[src/rtl/vga_timing_pkg.sv]
// Shared VGA raster timing constants (640x480 @ 60 Hz defaults) and helpers.
// Imported by the sync generator, its interface and downstream drawing blocks.
// Contents: timing defaults, derived totals, sync windows, coordinate width.
package vga_timing_pkg;

    // Coordinate width carried on x/y; both totals must fit in it.
    localparam int COORD_W   = 10;
    localparam int MAX_TOTAL = 1 << COORD_W;

    // Default timing: 640x480 @ 60 Hz from a 50 MHz clock.
    localparam int DEF_H_DISPLAY = 640;
    localparam int DEF_H_FRONT   = 16;
    localparam int DEF_H_SYNC    = 96;
    localparam int DEF_H_BACK    = 48;
    localparam int DEF_V_DISPLAY = 480;
    localparam int DEF_V_FRONT   = 10;
    localparam int DEF_V_SYNC    = 2;
    localparam int DEF_V_BACK    = 33;
    localparam int DEF_TICK_DIV  = 2;

    localparam int DEF_H_TOTAL = DEF_H_DISPLAY + DEF_H_FRONT + DEF_H_SYNC + DEF_H_BACK;
    localparam int DEF_V_TOTAL = DEF_V_DISPLAY + DEF_V_FRONT + DEF_V_SYNC + DEF_V_BACK;

    // Inclusive sync windows for the default timing.
    localparam int DEF_HSYNC_START = DEF_H_DISPLAY + DEF_H_FRONT;
    localparam int DEF_HSYNC_END   = DEF_HSYNC_START + DEF_H_SYNC - 1;
    localparam int DEF_VSYNC_START = DEF_V_DISPLAY + DEF_V_FRONT;
    localparam int DEF_VSYNC_END   = DEF_VSYNC_START + DEF_V_SYNC - 1;

    // Visible area seen by the drawing blocks.
    localparam int DISPLAY_WIDTH  = DEF_H_DISPLAY;
    localparam int DISPLAY_HEIGHT = DEF_V_DISPLAY;

    // Inclusive range test used for the sync windows.
    function automatic logic in_window(input int val, input int lo, input int hi);
        return (val >= lo) && (val <= hi);
    endfunction

endpackage

[src/rtl/vga_sync_gen_if.sv]
// Raster timing bundle from vga_sync_gen to the drawing blocks.
// master: driven by the sync generator; slave: consumed by drawing blocks.
// Signals: x/y pixel position, p_tick, hsync/vsync (active low), video_on, frame_end.
interface vga_sync_gen_if;
    import vga_timing_pkg::*;

    logic [COORD_W-1:0] x;
    logic [COORD_W-1:0] y;
    logic               p_tick;
    logic               hsync;
    logic               vsync;
    logic               video_on;
    logic               frame_end;

    modport master (
        output x, y, p_tick, hsync, vsync, video_on, frame_end
    );

    modport slave (
        input  x, y, p_tick, hsync, vsync, video_on, frame_end
    );

endinterface

[src/rtl/vga_sync_gen_counter.sv]
// Modulo-MOD counter with enable; wrap flags the enabled edge that returns to 0.
// Latency: count updates on the clk edge after en; wrap is combinational from count/en.
// No backpressure. Ports: clk, reset (sync, active high), en, count, wrap.
module mod_counter #(
    parameter int MOD = 2,
    parameter int W   = (MOD > 1) ? $clog2(MOD) : 1
) (
    input  logic         clk,
    input  logic         reset,
    input  logic         en,
    output logic [W-1:0] count,
    output logic         wrap
);

    if (MOD < 1) begin : g_bad_mod
        $error("mod_counter: MOD must be >= 1");
    end
    if ((64'd1 << W) < 64'(MOD)) begin : g_bad_width
        $error("mod_counter: W too narrow for MOD");
    end

    // With MOD=1 count stays 0 and wrap follows en every cycle.
    assign wrap = en && (count == W'(MOD - 1));

    always_ff @(posedge clk) begin
        if (reset) begin
            count <= '0;
        end else if (en) begin
            count <= wrap ? '0 : count + 1'b1;
        end
    end

endmodule

[src/rtl/vga_sync_gen.sv]
// VGA raster timing generator: pixel tick, x/y counters, hsync/vsync, video_on, frame_end.
// Latency: sync/video_on registered together with x/y, so they always describe the current x/y.
// No backpressure; free-running. Ports: clk, reset (sync, active high), vga (master modport).
module vga_sync_gen
    import vga_timing_pkg::*;
#(
    parameter int H_DISPLAY = DEF_H_DISPLAY,
    parameter int H_FRONT   = DEF_H_FRONT,
    parameter int H_SYNC    = DEF_H_SYNC,
    parameter int H_BACK    = DEF_H_BACK,
    parameter int V_DISPLAY = DEF_V_DISPLAY,
    parameter int V_FRONT   = DEF_V_FRONT,
    parameter int V_SYNC    = DEF_V_SYNC,
    parameter int V_BACK    = DEF_V_BACK,
    parameter int TICK_DIV  = DEF_TICK_DIV
) (
    input  logic           clk,
    input  logic           reset,
    vga_sync_gen_if.master vga
);

    localparam int H_TOTAL     = H_DISPLAY + H_FRONT + H_SYNC + H_BACK;
    localparam int V_TOTAL     = V_DISPLAY + V_FRONT + V_SYNC + V_BACK;
    localparam int HSYNC_START = H_DISPLAY + H_FRONT;
    localparam int HSYNC_END   = HSYNC_START + H_SYNC - 1;
    localparam int VSYNC_START = V_DISPLAY + V_FRONT;
    localparam int VSYNC_END   = VSYNC_START + V_SYNC - 1;
    localparam int DIV_W       = (TICK_DIV > 1) ? $clog2(TICK_DIV) : 1;

    if (H_TOTAL > MAX_TOTAL || V_TOTAL > MAX_TOTAL) begin : g_bad_total
        $error("vga_sync_gen: H_TOTAL and V_TOTAL must be <= 1024");
    end
    if (TICK_DIV < 1) begin : g_bad_div
        $error("vga_sync_gen: TICK_DIV must be >= 1");
    end

    logic [DIV_W-1:0]   div_count;
    logic [COORD_W-1:0] h_count;
    logic [COORD_W-1:0] v_count;
    logic               p_tick;
    logic               h_wrap;
    logic               v_wrap;
    logic [COORD_W-1:0] h_next;
    logic [COORD_W-1:0] v_next;
    logic               hsync_q;
    logic               vsync_q;
    logic               video_on_q;
    logic               div_count_unused;

    // Pixel tick: the divider's wrap is exactly its terminal-count decode.
    mod_counter #(.MOD(TICK_DIV), .W(DIV_W)) u_div (
        .clk   (clk),
        .reset (reset),
        .en    (1'b1),
        .count (div_count),
        .wrap  (p_tick)
    );

    // Only the divider's wrap decode matters outside it.
    assign div_count_unused = ^div_count;

    mod_counter #(.MOD(H_TOTAL), .W(COORD_W)) u_h (
        .clk   (clk),
        .reset (reset),
        .en    (p_tick),
        .count (h_count),
        .wrap  (h_wrap)
    );

    // v wraps only on the tick that also wraps h, i.e. the last pixel of the frame.
    mod_counter #(.MOD(V_TOTAL), .W(COORD_W)) u_v (
        .clk   (clk),
        .reset (reset),
        .en    (h_wrap),
        .count (v_count),
        .wrap  (v_wrap)
    );

    // Position the counters take on this edge; the sync/video registers decode
    // it so they land on the same edge as x/y with no extra latency.
    always_comb begin
        h_next = h_count;
        v_next = v_count;
        if (h_wrap) begin
            h_next = '0;
        end else if (p_tick) begin
            h_next = h_count + 1'b1;
        end
        if (v_wrap) begin
            v_next = '0;
        end else if (h_wrap) begin
            v_next = v_count + 1'b1;
        end
    end

    // Reset values describe pixel (0,0), which is visible and outside both syncs.
    always_ff @(posedge clk) begin
        if (reset) begin
            hsync_q    <= 1'b1;
            vsync_q    <= 1'b1;
            video_on_q <= 1'b1;
        end else begin
            hsync_q    <= !in_window(int'(h_next), HSYNC_START, HSYNC_END);
            vsync_q    <= !in_window(int'(v_next), VSYNC_START, VSYNC_END);
            video_on_q <= (int'(h_next) < H_DISPLAY) && (int'(v_next) < V_DISPLAY);
        end
    end

    assign vga.x         = h_count;
    assign vga.y         = v_count;
    assign vga.p_tick    = p_tick;
    assign vga.hsync     = hsync_q;
    assign vga.vsync     = vsync_q;
    assign vga.video_on  = video_on_q;
    assign vga.frame_end = v_wrap;

endmodule

[src/flat_wrapper.sv]
// flat-port wrapper written by rule: the top's interface ports become plain ports
module vga_sync_gen_flat import vga_timing_pkg::*;
#(
    parameter int H_DISPLAY = DEF_H_DISPLAY,
    parameter int H_FRONT   = DEF_H_FRONT,
    parameter int H_SYNC    = DEF_H_SYNC,
    parameter int H_BACK    = DEF_H_BACK,
    parameter int V_DISPLAY = DEF_V_DISPLAY,
    parameter int V_FRONT   = DEF_V_FRONT,
    parameter int V_SYNC    = DEF_V_SYNC,
    parameter int V_BACK    = DEF_V_BACK,
    parameter int TICK_DIV  = DEF_TICK_DIV
)
  (clk, reset, vga_x, vga_y, vga_p_tick, vga_hsync, vga_vsync, vga_video_on, vga_frame_end);
  vga_sync_gen_if vga_i ();
  input  logic clk;
  input  logic reset;
  output wire logic [$bits(vga_i.x)-1:0] vga_x;
  output wire logic [$bits(vga_i.y)-1:0] vga_y;
  output wire logic [$bits(vga_i.p_tick)-1:0] vga_p_tick;
  output wire logic [$bits(vga_i.hsync)-1:0] vga_hsync;
  output wire logic [$bits(vga_i.vsync)-1:0] vga_vsync;
  output wire logic [$bits(vga_i.video_on)-1:0] vga_video_on;
  output wire logic [$bits(vga_i.frame_end)-1:0] vga_frame_end;
  assign vga_x = vga_i.x;
  assign vga_y = vga_i.y;
  assign vga_p_tick = vga_i.p_tick;
  assign vga_hsync = vga_i.hsync;
  assign vga_vsync = vga_i.vsync;
  assign vga_video_on = vga_i.video_on;
  assign vga_frame_end = vga_i.frame_end;
  vga_sync_gen #(.H_DISPLAY(H_DISPLAY), .H_FRONT(H_FRONT), .H_SYNC(H_SYNC), .H_BACK(H_BACK), .V_DISPLAY(V_DISPLAY), .V_FRONT(V_FRONT), .V_SYNC(V_SYNC), .V_BACK(V_BACK), .TICK_DIV(TICK_DIV)) u_core (.clk(clk), .reset(reset), .vga(vga_i));
endmodule
[config.mk]
export PLATFORM = sky130hd
export DESIGN_NAME = vga_sync_gen_flat
export DESIGN_NICKNAME = d
export VERILOG_FILES = /design/src/rtl/vga_timing_pkg.sv /design/src/rtl/vga_sync_gen_if.sv /design/src/rtl/vga_sync_gen_counter.sv /design/src/rtl/vga_sync_gen.sv /design/src/flat_wrapper.sv
export SDC_FILE = /design/constraint.sdc
export NUM_CORES = 1
export LEC_CHECK = 0
export BUFFER_PORTS_ARGS = -buffer_cell sky130_fd_sc_hd__buf_2
export CORE_UTILIZATION = 50
export CTS_CLUSTER_DIAMETER = 30
export DETAILED_ROUTE_END_ITERATION = 7
export GPL_TIMING_DRIVEN = 0
export PLACE_DENSITY = 0.73
export RECOVER_POWER = 100
export SLEW_MARGIN = 20
export SYNTH_ARGS = -nofsm -noshare
export SYNTH_HDL_FRONTEND = slang
export SYNTH_SLANG_ARGS = --single-unit
[constraint.sdc]
create_clock -name clk -period 3.55 [get_ports clk]
set_clock_uncertainty 0.1 [all_clocks]
set_input_delay 0.355 -clock clk [delete_from_list [all_inputs] [get_ports clk]]
set_output_delay 0.355 -clock clk [all_outputs]
set_load 0.01 [all_outputs]
==> results of run 1 <==
-- state kept, by name, summed over array words and instances (netlist names) --
signal               flops
u_core.vga.video_on      1
u_core.vga.hsync         1
u_core.u_v.count        10
u_core.u_div.count       1
u_core.u_h.count        10
u_core.vga.vsync         1
-- metrics by stage --
step                setup WS (ps)  instance area [sq um]  power [uW]  utilization  instances
floorplan                    1440                   1410         293            -        169
global placement             1090                   1580         300        0.614        225
detailed placement           1080                   1580         301        0.614        225
CTS                           693                   1600         418        0.623        228
global route                  440                   1560         427        0.606        228
finish                        674                   1560         411        0.606        228
-- power groups by stage --
stage / Combinational, uW / Sequential [uW] / Clock, uW
6_report: 17.8 / 276 / 117
5_1_grt: 19.4 / 277 / 130
4_1_cts: 18.9 / 276 / 123
3_5_place_dp: 18.6 / 282 / 0
3_3_place_gp: 18.3 / 282 / 0
2_1_floorplan: 10.3 / 283 / 0
-- cells by family (layout without fill, tap and decap cells) --
group	Yosys count	in the layout	share of synthesized area
buffers and inverters	15	44	0.0542
DFF	24	24	0.341
xor gates and xnor gates	15	15	0.0932
muxes	2	2	0.0142
and+or+nand+nor	81	81	0.335
adders and majority gates	3	3	0.0266
AOI/OAI and AO/OA	29	29	0.136
-- metal layers --
| layer | GRT usage | routed length, um |
|---|---|---|
| met2 | 0.422 | 1580 |
| met5 | 0 | 0 |
| met3 | 0.0246 | 131 |
| met4 | 0.0750 | 39 |
| met1 | 0.271 | 1410 |
-- cell type report --
cell class                 instances  area, sq um  area share
sequential                        24          480       0.309
timing repair buffer              26         98.8      0.0636
clock buffer                       3         22.5      0.0145
multi-input combinational        130          847       0.545
buffer                             9         46.3      0.0298
tap                               30         37.5      0.0241
inverter                           6         22.5      0.0145
-- placed cells by master (no fill, tap or decap), types with 5 or more instances in the layout --
cell	netlist	final
clkbuf_1	3	29
dfxtp_1	24	24
nor3_1	15	15
nor2_1	15	15
a21oi_1	12	12
nand2_1	12	12
xnor2_1	11	11
nand3_1	7	7
or3_1	6	7
inv_1	6	6
buf_2	4	5
nand4_1	5	5
-- worst paths after layout --
path / end / slack [ps] / start / cells after the start
worst max-delay path: vga_frame_end / 670 / u_core.u_h.count[0] / 6
worst min-delay path: u_core.u_v.count[3] / 250 / reset / 2
worst max register to register: u_core.vga.vsync / 1110 / u_core.u_h.count[0] / 7
worst min register to register: u_core.u_v.count[4] / 460 / u_core.u_v.count[4] / 2
==> impl_results.md, run 1 <==
* Die Span X at 55.1 um
* # DRC at 0
* Relative slew slack at 0.538
* Final period utilization at 0.810
* Worst path arrival time at roughly 2400 ps
* DR vias at 1355
* Cell Chain, Critical Path: ha_1, nand3_1, nor3_2, clkbuf_1, and2_0, buf_2
* Post-CTS sizing at 0
* I/O pin count at 27
* Synthesized instance count at approximately 170
* Combinational Power Share at 0.043
* # rows at 18
* Worst vdd ir at roughly 0.00017 V
* Hold slack at roughly 250 ps
* Crit end category: output port
* Crit path max-delay family: simple AND/OR/NAND/NOR gates
* Longest Clk Path Bufs at 2
* Top-count cell post-synth: dfxtp_1
* Antenna-violating nets left at 0
* Hold Path Class: primary input to flop
* First-pass GRT wire length at roughly 5 mm
* P&R area growth vs syn at 10.4%
* Chip Height at around 55 um
* Setup crit start kind: flop
* DRT iter0 DRCs at 30
* RePlAce Congestion at roughly 0.9
* HPWL after detailed placement at between 2 and 2.5 mm
* Area contributors post-synth: dfxtp_1 34%, xnor2_1 6.8%, nor3_1 5.3%
* Pre-Repair DR Iteration Count at 4
* Initial antenna violation count at 0
* Worst-Skew Late Latency at 310 ps
* IO Port Bufs at 26
* Final WL at approximately 3.2 mm
* Post-synth top flop: dfxtp_1
* Final Hold Fails at 0
* Top post-synthesis cells by count: 24 x dfxtp_1, 15 x nor2_1, 15 x nor3_1
* Avg Inst Size Synth at 8.34 sq um
* Yosys cell types at between 40 and 50
* WL/cell at between 10 and 15 um
* Number of CTS-inserted buffers at 3
* Max Cap Violations at 0
* Critical path's slowest cell: dfxtp_1
* Clock network power share at 0.285
* Post-synth net total at approximately 170
* Fin. max-slew vios at 0
* NetSw at 92.9 uW
* Leakage at 0.000525 uW
* RSZ-0062 raised after global routing: no
* Num Clock Sinks at 24
* Critical Path RT at roughly 3100 ps
* P_int at roughly 320 uW
* CTS tree: built
* Total GRT Usage at 0.228
* Final Critical Period at around 2900 ps
* Leading area contributor after synthesis: dfxtp_1
* Buffers & Inverters on Critical Path at 2
* Largest net degree at the start of global routing at 13
* Die ar. at around 3000 sq um
* Antenna diodes at 0
* Share of layout cells above drive strength 1 at 0.0909
* Post-CTS setup buffers at 0
* Clk pin slew, worst setup/hold paths at between 100 and 150 ps
* Final TNS setup at 0 ps
* Pwr Density at 264 nW/um^2
* Synth Warn # at 0
* Syn Std Cell Area at ~1400 sq um
* Root buf cell: clkbuf_4
* Max incr delay on CP at roughly 460 ps
* Core area at around 2600 sq um
* Number of global-route vias before repair at between 1000 and 1500
* Critical path type: flop to output port
* Register area share after synthesis at 0.341
* Hold buffer count at cts at 0
* Yosys reg bits at 24
* Worst-Margin Slew at roughly 690 ps
* Sequential share of power at 0.671
* Sw frac at 0.226
* EDFF count, synth at 0
* Final Setup Violations at 0
* # fillers at about 260
* GRT overflow at 0
* Top achievable clock speed at approximately 350 MHz
* Status: finished clean
* CP Max Fanout at 10
* Asr flop ratio synth at 0
* Final Net Count at slightly above 200
* Via-per-instance ratio at about 6
* Initial Util at 0.549
* Synth top area share at 0.341
* # H-tree levels at 1
Power figures use the tool's default switching activity.
==> run 2: changes to the inputs <==
Settings changed: CORE_UTILIZATION 50 to 49, PLACE_DENSITY 0.73 to 0.75.
Clock period 3.55 ns to 2.4 ns, I/O delays scaled along.
==> impl_results.md, run 2 (synthesis results as in run 1) <==
* Status: finished clean
* Most frequent cells in the layout: 27 x clkbuf_1, 24 x dfxtp_1, 15 x nor2_1
* # fillers at 258 (+1.2%)
* Share of layout cells above drive strength 1 at 0.121 (+0.0297)
* Final Critical Period at ~2300 ps
* Cell Chain, Critical Path: ha_1, nand3_2, or3_4, buf_6, or2_2, o21ai_0, nand4b_1
* Crit end category: flop
* # DRC at 0 (unchanged)
* Critical path's slowest cell: dfxtp_1
* Most used routing layer: met2
* Relative slew slack at 0.670 (+0.132)
* Post-Route Utilization at 0.583 (-0.0227)
* Die Span X at 55.6 um (+0.98%)
* Worst vdd ir at 0.000298 V (+72%)
* Initial antenna violation count at 0 (unchanged)
* Longest Clk Path Bufs at 2 (unchanged)
* Pre-Repair DR Iteration Count at 4 (unchanged)
* Finished Cell Area at 1590 sq um (+2.5%)
* Number of global-route vias before repair at 1266 (+8.7%)
* Hold slack at 48.5 ps (-203 ps)
* DRT iter0 DRCs at 63 (+110%)
* Core area at 2730 sq um (+6.5%)
* Final Net Count at 206 (+0.49%)
* Worst-Skew Late Latency at 310 ps (about the same)
* GRT overflow at 0 (unchanged)
* DP Area at 1580 sq um (about the same)
* GRT met1 Usage at 0.252 (-0.0188)
* Worst-Margin Slew at 495 ps (-192 ps)
* Final WL at 3.19 mm (+0.89%)
* Hold Path Class: primary input to flop
* Chip Height at 55.6 um (+0.98%)
* HPWL after detailed placement at 2.31 mm (-0.73%)
* I/O pin count at 27 (unchanged)
* P&R area growth vs syn at 13.1%
* Num Clock Sinks at 24 (unchanged)
* Max Cap Violations at 0 (unchanged)
* Final period utilization at 0.942
* RSZ-0062 raised after global routing: no
* # H-tree levels at 1 (unchanged)
* Critical Path RT at 2490 ps (-600 ps)
* Initial Util at 0.515 (-0.0334)
* Final Setup Violations at 0 (unchanged)
* # rows at 19 (+1)
* Tot Pwr at 602 uW (+47%)
* Final Hold Fails at 0 (unchanged)
* DR vias at 1372 (+1.3%)
* Top flop regs: u_core.u_h.count (10), u_core.u_v.count (10)
* Critical path type: flop to flop
* First-pass GRT wire length at 5.42 mm (+8.7%)
* Die ar. at 3090 sq um (+2.0%)
* Total GRT Usage at 0.214 (-0.0139)
* Top achievable clock speed at 442 MHz
* RePlAce Congestion at 0.853 (-2.8%)
* Via-per-instance ratio at 5.97 (+0.37%)
* Leakage at 0.000558 uW (+6.3%)
* M3 GR Usage at 0.0279 (+0.00332)
* Number of CTS-inserted buffers at 3 (unchanged)
* Root buf cell: clkbuf_4
* WL/cell at 13.9 um (about the same)
* Antenna diodes at 0 (unchanged)
* Antenna-violating nets left at 0 (unchanged)
* CTS tree: built
* Largest net degree at the start of global routing at 13 (unchanged)
* Worst path arrival time at 2350 ps (-70 ps)
* Met2 usage at 0.384 (-0.0379)
* Setup crit start kind: flop
* IO Port Bufs at 26 (unchanged)
* Clk pin slew, worst setup/hold paths at 120 ps (about the same)
* Final TNS setup at 0 ps (unchanged)
* Pwr Density at 378 nW/um^2 (+43%)
* CP Max Fanout at 10 (unchanged)
* Fin. max-slew vios at 0 (unchanged)
* Max incr delay on CP at 440 ps (-20 ps)
* Most common cell after layout, fill and taps aside: clkbuf_1
[run 2: changes by cell type in the layout (fill, tap and decap cells not counted), sizes merged]
cell    before  now
clkbuf      32   31
buf          6    8
[run 2: area by class of cell]
cell class	instances	area (sq um)	share of cell area
Clock buffer	3	22.5	0.0141
Timing Repair Buffer	27	104	0.0651
Buffer	9	57.6	0.0361
Inverter	6	22.5	0.0141
Multi-Input combinational cell	130	868	0.545
Tap cell	31	38.8	0.0243
Sequential cell	24	480	0.301
[run 2: repair_timing]
item                                    CTS  global route
gates resized for setup                   2             4
buffers inserted                          1             0
pin swaps                                 1             0
endpoints found under the setup margin    1             3
hold buffers                              0             0
[run 2: power breakdown]
group	switching (uW)	total [uW]	leakage, uW	internal (uW)
combinational	17.0	26.6	0.000351	9.54
sequential	5.42	408	0.000194	403
clock	109	168	0.0000138	58.7
total	132	602	0.000558	471
[run 2: final timing paths]
path	from	cells after the start	to	slack, ps
max	u_core.u_h.count[0]	7	u_core.vga.vsync	140
min	reset	2	u_core.u_v.count[3]	50
max reg2reg	u_core.u_h.count[0]	7	u_core.vga.vsync	140
min reg2reg	u_core.u_v.count[4]	2	u_core.u_v.count[4]	470
[run 2: critical path, delay by kind of cell, from the launching register on]
kind,cells,cell delay [ps]
buf+inv,1,150
compound gates,1,170
simple gates,4,1030
flops,1,440
fa+ha+maj,1,260
[run 2: stage by stage]
step / instances / setup WS (ps)
2_1_floorplan: 169 / 301
3_3_place_gp: 226 / 49.5
3_5_place_dp: 226 / 11.0
4_1_cts: 230 / 2.77
5_1_grt: 230 / 29.1
6_report: 230 / 139
[run 2: metal layers]
metal  routed length, um  share of wire
met4                  47          0.015
met2                1570           0.49
met1                1430           0.45
met5                   0              0
met3                 138          0.043
==> run 3: changes to the inputs <==
Settings changed: CORE_UTILIZATION 49 to 50, PLACE_DENSITY 0.75 to 0.73.
Clock period 2.4 ns to 2.5 ns, I/O delays scaled along.
==> impl_results.md, run 3 (synthesis results as in run 1) <==
* Status: finished clean
* Crit end category: output port
* Critical Path RT at 2150 ps (-340 ps)
* Top achievable clock speed at roughly 440 MHz
* Pre-Repair DR Iteration Count at 4 (unchanged)
* HPWL after detailed placement at 2.33 mm (+0.74%)
* Die Span X at 55.1 um (-0.97%)
* # DRC at 0 (unchanged)
* Top flop regs: u_core.u_h.count (10), u_core.u_v.count (10)
* Final TNS setup at 0 ps (unchanged)
* First-pass GRT wire length at 5.09 mm (-6.1%)
* Clk pin slew, worst setup/hold paths at 120 ps (about the same)
* Core area at 2570 sq um (-6.1%)
* Via-per-instance ratio at 5.86 (-1.7%)
* Final Setup Violations at 0 (unchanged)
* WL/cell at 13.9 um (about the same)
* # rows at 18 (-1)
* Worst vdd ir at 0.000249 V (-16%)
* P&R area growth vs syn at 12.7%
* Setup crit start kind: flop
* Worst-Margin Slew at 562 ps (+67.5 ps)
* Worst-Skew Late Latency at 310 ps (about the same)
* CTS tree: built
* GRT overflow at 0 (unchanged)
* Hold buffer count at cts at 0 (unchanged)
* Max Cap Violations at 0 (unchanged)
* Num Clock Sinks at 24 (unchanged)
* Longest Clk Path Bufs at 2 (unchanged)
* # fillers at 248 (-3.9%)
* # H-tree levels at 1 (unchanged)
* RSZ-0062 raised after global routing: no
* Register area at 482 sq um (+0.26%)
* RePlAce Congestion at 0.878 (+2.9%)
* Placed Cells at 225 (-0.44%)
* Antenna diodes at 0 (unchanged)
* Final period utilization at 0.913
* Initial antenna violation count at 0 (unchanged)
* Root buf cell: clkbuf_4
* DRT iter0 DRCs at 39 (-38%)
* IO Port Bufs at 26 (unchanged)
* Largest net degree at the start of global routing at 13 (unchanged)
* Number of global-route vias before repair at 1167 (-7.8%)
* Final Net Count at 206 (unchanged)
* Initial Util at 0.549 (+0.0334)
* Final WL at 3.17 mm (-0.47%)
* Die ar. at 3030 sq um (-1.9%)
* Chip Height at 55.1 um (-0.97%)
* Pwr Density at 370 nW/um^2 (-2.1%)
* Leakage at 0.000560 uW (+0.27%)
* Hold Path Class: primary input to flop
* Relative slew slack at 0.625 (-0.0450)
* DR vias at 1343 (-2.1%)
* Most frequent cells in the layout: 26 x clkbuf_1, 23 x dfxtp_1, 15 x nor2_1
* Area of the multi-input gates at 863 sq um (-0.58%)
* Number of CTS-inserted buffers at 3 (unchanged)
* Fin. max-slew vios at 0 (unchanged)
* Antenna-violating nets left at 0 (unchanged)
* Non-filler instance count after layout at 229 (-0.43%)
* Final Hold Fails at 0 (unchanged)
* CP Max Fanout at 10 (unchanged)
* I/O pin count at 27 (unchanged)
* Final Critical Period at 2280 ps
* Critical path type: flop to output port
* Most common cell after layout, fill and taps aside: clkbuf_1
* Share of layout cells above drive strength 1 at 0.126 (+0.00503)
* Worst path arrival time at 1930 ps (-420 ps)
* Total GRT Usage at 0.233 (+0.0191)
==> run 3: cell types whose count changed in the layout (fill, tap and decap cells not counted) <==
cell	previous run	this run
and2_0	0	1
and2_1	2	1
buf_2	6	7
clkbuf_1	27	26
clkbuf_2	0	1
clkbuf_4	4	3
dfxtp_1	24	23
dfxtp_2	0	1
o21ai_0	4	3
o21ai_1	0	1
or3_1	6	7
or3_4	1	0
==> run 3: layer usage <==
metal | global-route usage | up-vias | part of all wire
met4 | 0.0750 | 0 | 0.0079
met5 | 0 | - | 0
met3 | 0.0246 | 4 | 0.030
met2 | 0.428 | 29 | 0.50
li1 | - | 677 | -
met1 | 0.281 | 633 | 0.46
==> run 3: stage by stage <==
step / hold WS [ps] / instance area [sq um] / setup WS (ps) / util / total power, uW
global placement: 388 / 1580 / 142 / 0.614 / 426
CTS: 56.7 / 1610 / 86.8 / 0.629 / 594
detailed placement: 403 / 1580 / 137 / 0.614 / 427
global route: 80.6 / 1590 / 23.3 / 0.618 / 608
floorplan: 231 / 1410 / 401 / - / 416
finish: 64.0 / 1590 / 219 / 0.618 / 587
==> run 3: area by class of cell <==
class	instances	share of cell area
Multi-Input combinational cell	130	0.544
Sequential cell	24	0.303
Timing Repair Buffer	27	0.0662
Buffer	9	0.0347
Tap cell	30	0.0236
Clock buffer	3	0.0142
Inverter	6	0.0142
==> run 3: final timing paths <==
kind                       startpoint                  end  slack (ps)  cells after the start
hold / removal                  reset  u_core.u_v.count[3]          60                      2
setup reg to reg  u_core.u_h.count[1]  u_core.vga.video_on         290                      7
hold reg to reg   u_core.u_v.count[4]  u_core.u_v.count[4]         460                      2
setup / recovery  u_core.u_h.count[1]        vga_frame_end         220                      6
==> run 3: critical path: stages, from the launching register on <==
cell and delay, ps:
dfxtp_1 420, ha_1 260, nand3_2 180, nor3_4 230, clkbuf_2 250, and2_0 160, buf_2 130
==> run 3: timing repair <==
item | in CTS | in global routing
endpoints found under the setup margin | 1 | 1
pin swaps | 1 | 0
resized for setup | 2 | 3
cloned | 0 | 0
buffers inserted | 1 | 0
==> run 3: report_power, final <==
part / switching, uW / internal [uW] / total [uW]
registers: 5.35 / 387 / 392
clock network: 112 / 56.4 / 168
logic: 16.9 / 9.53 / 26.4
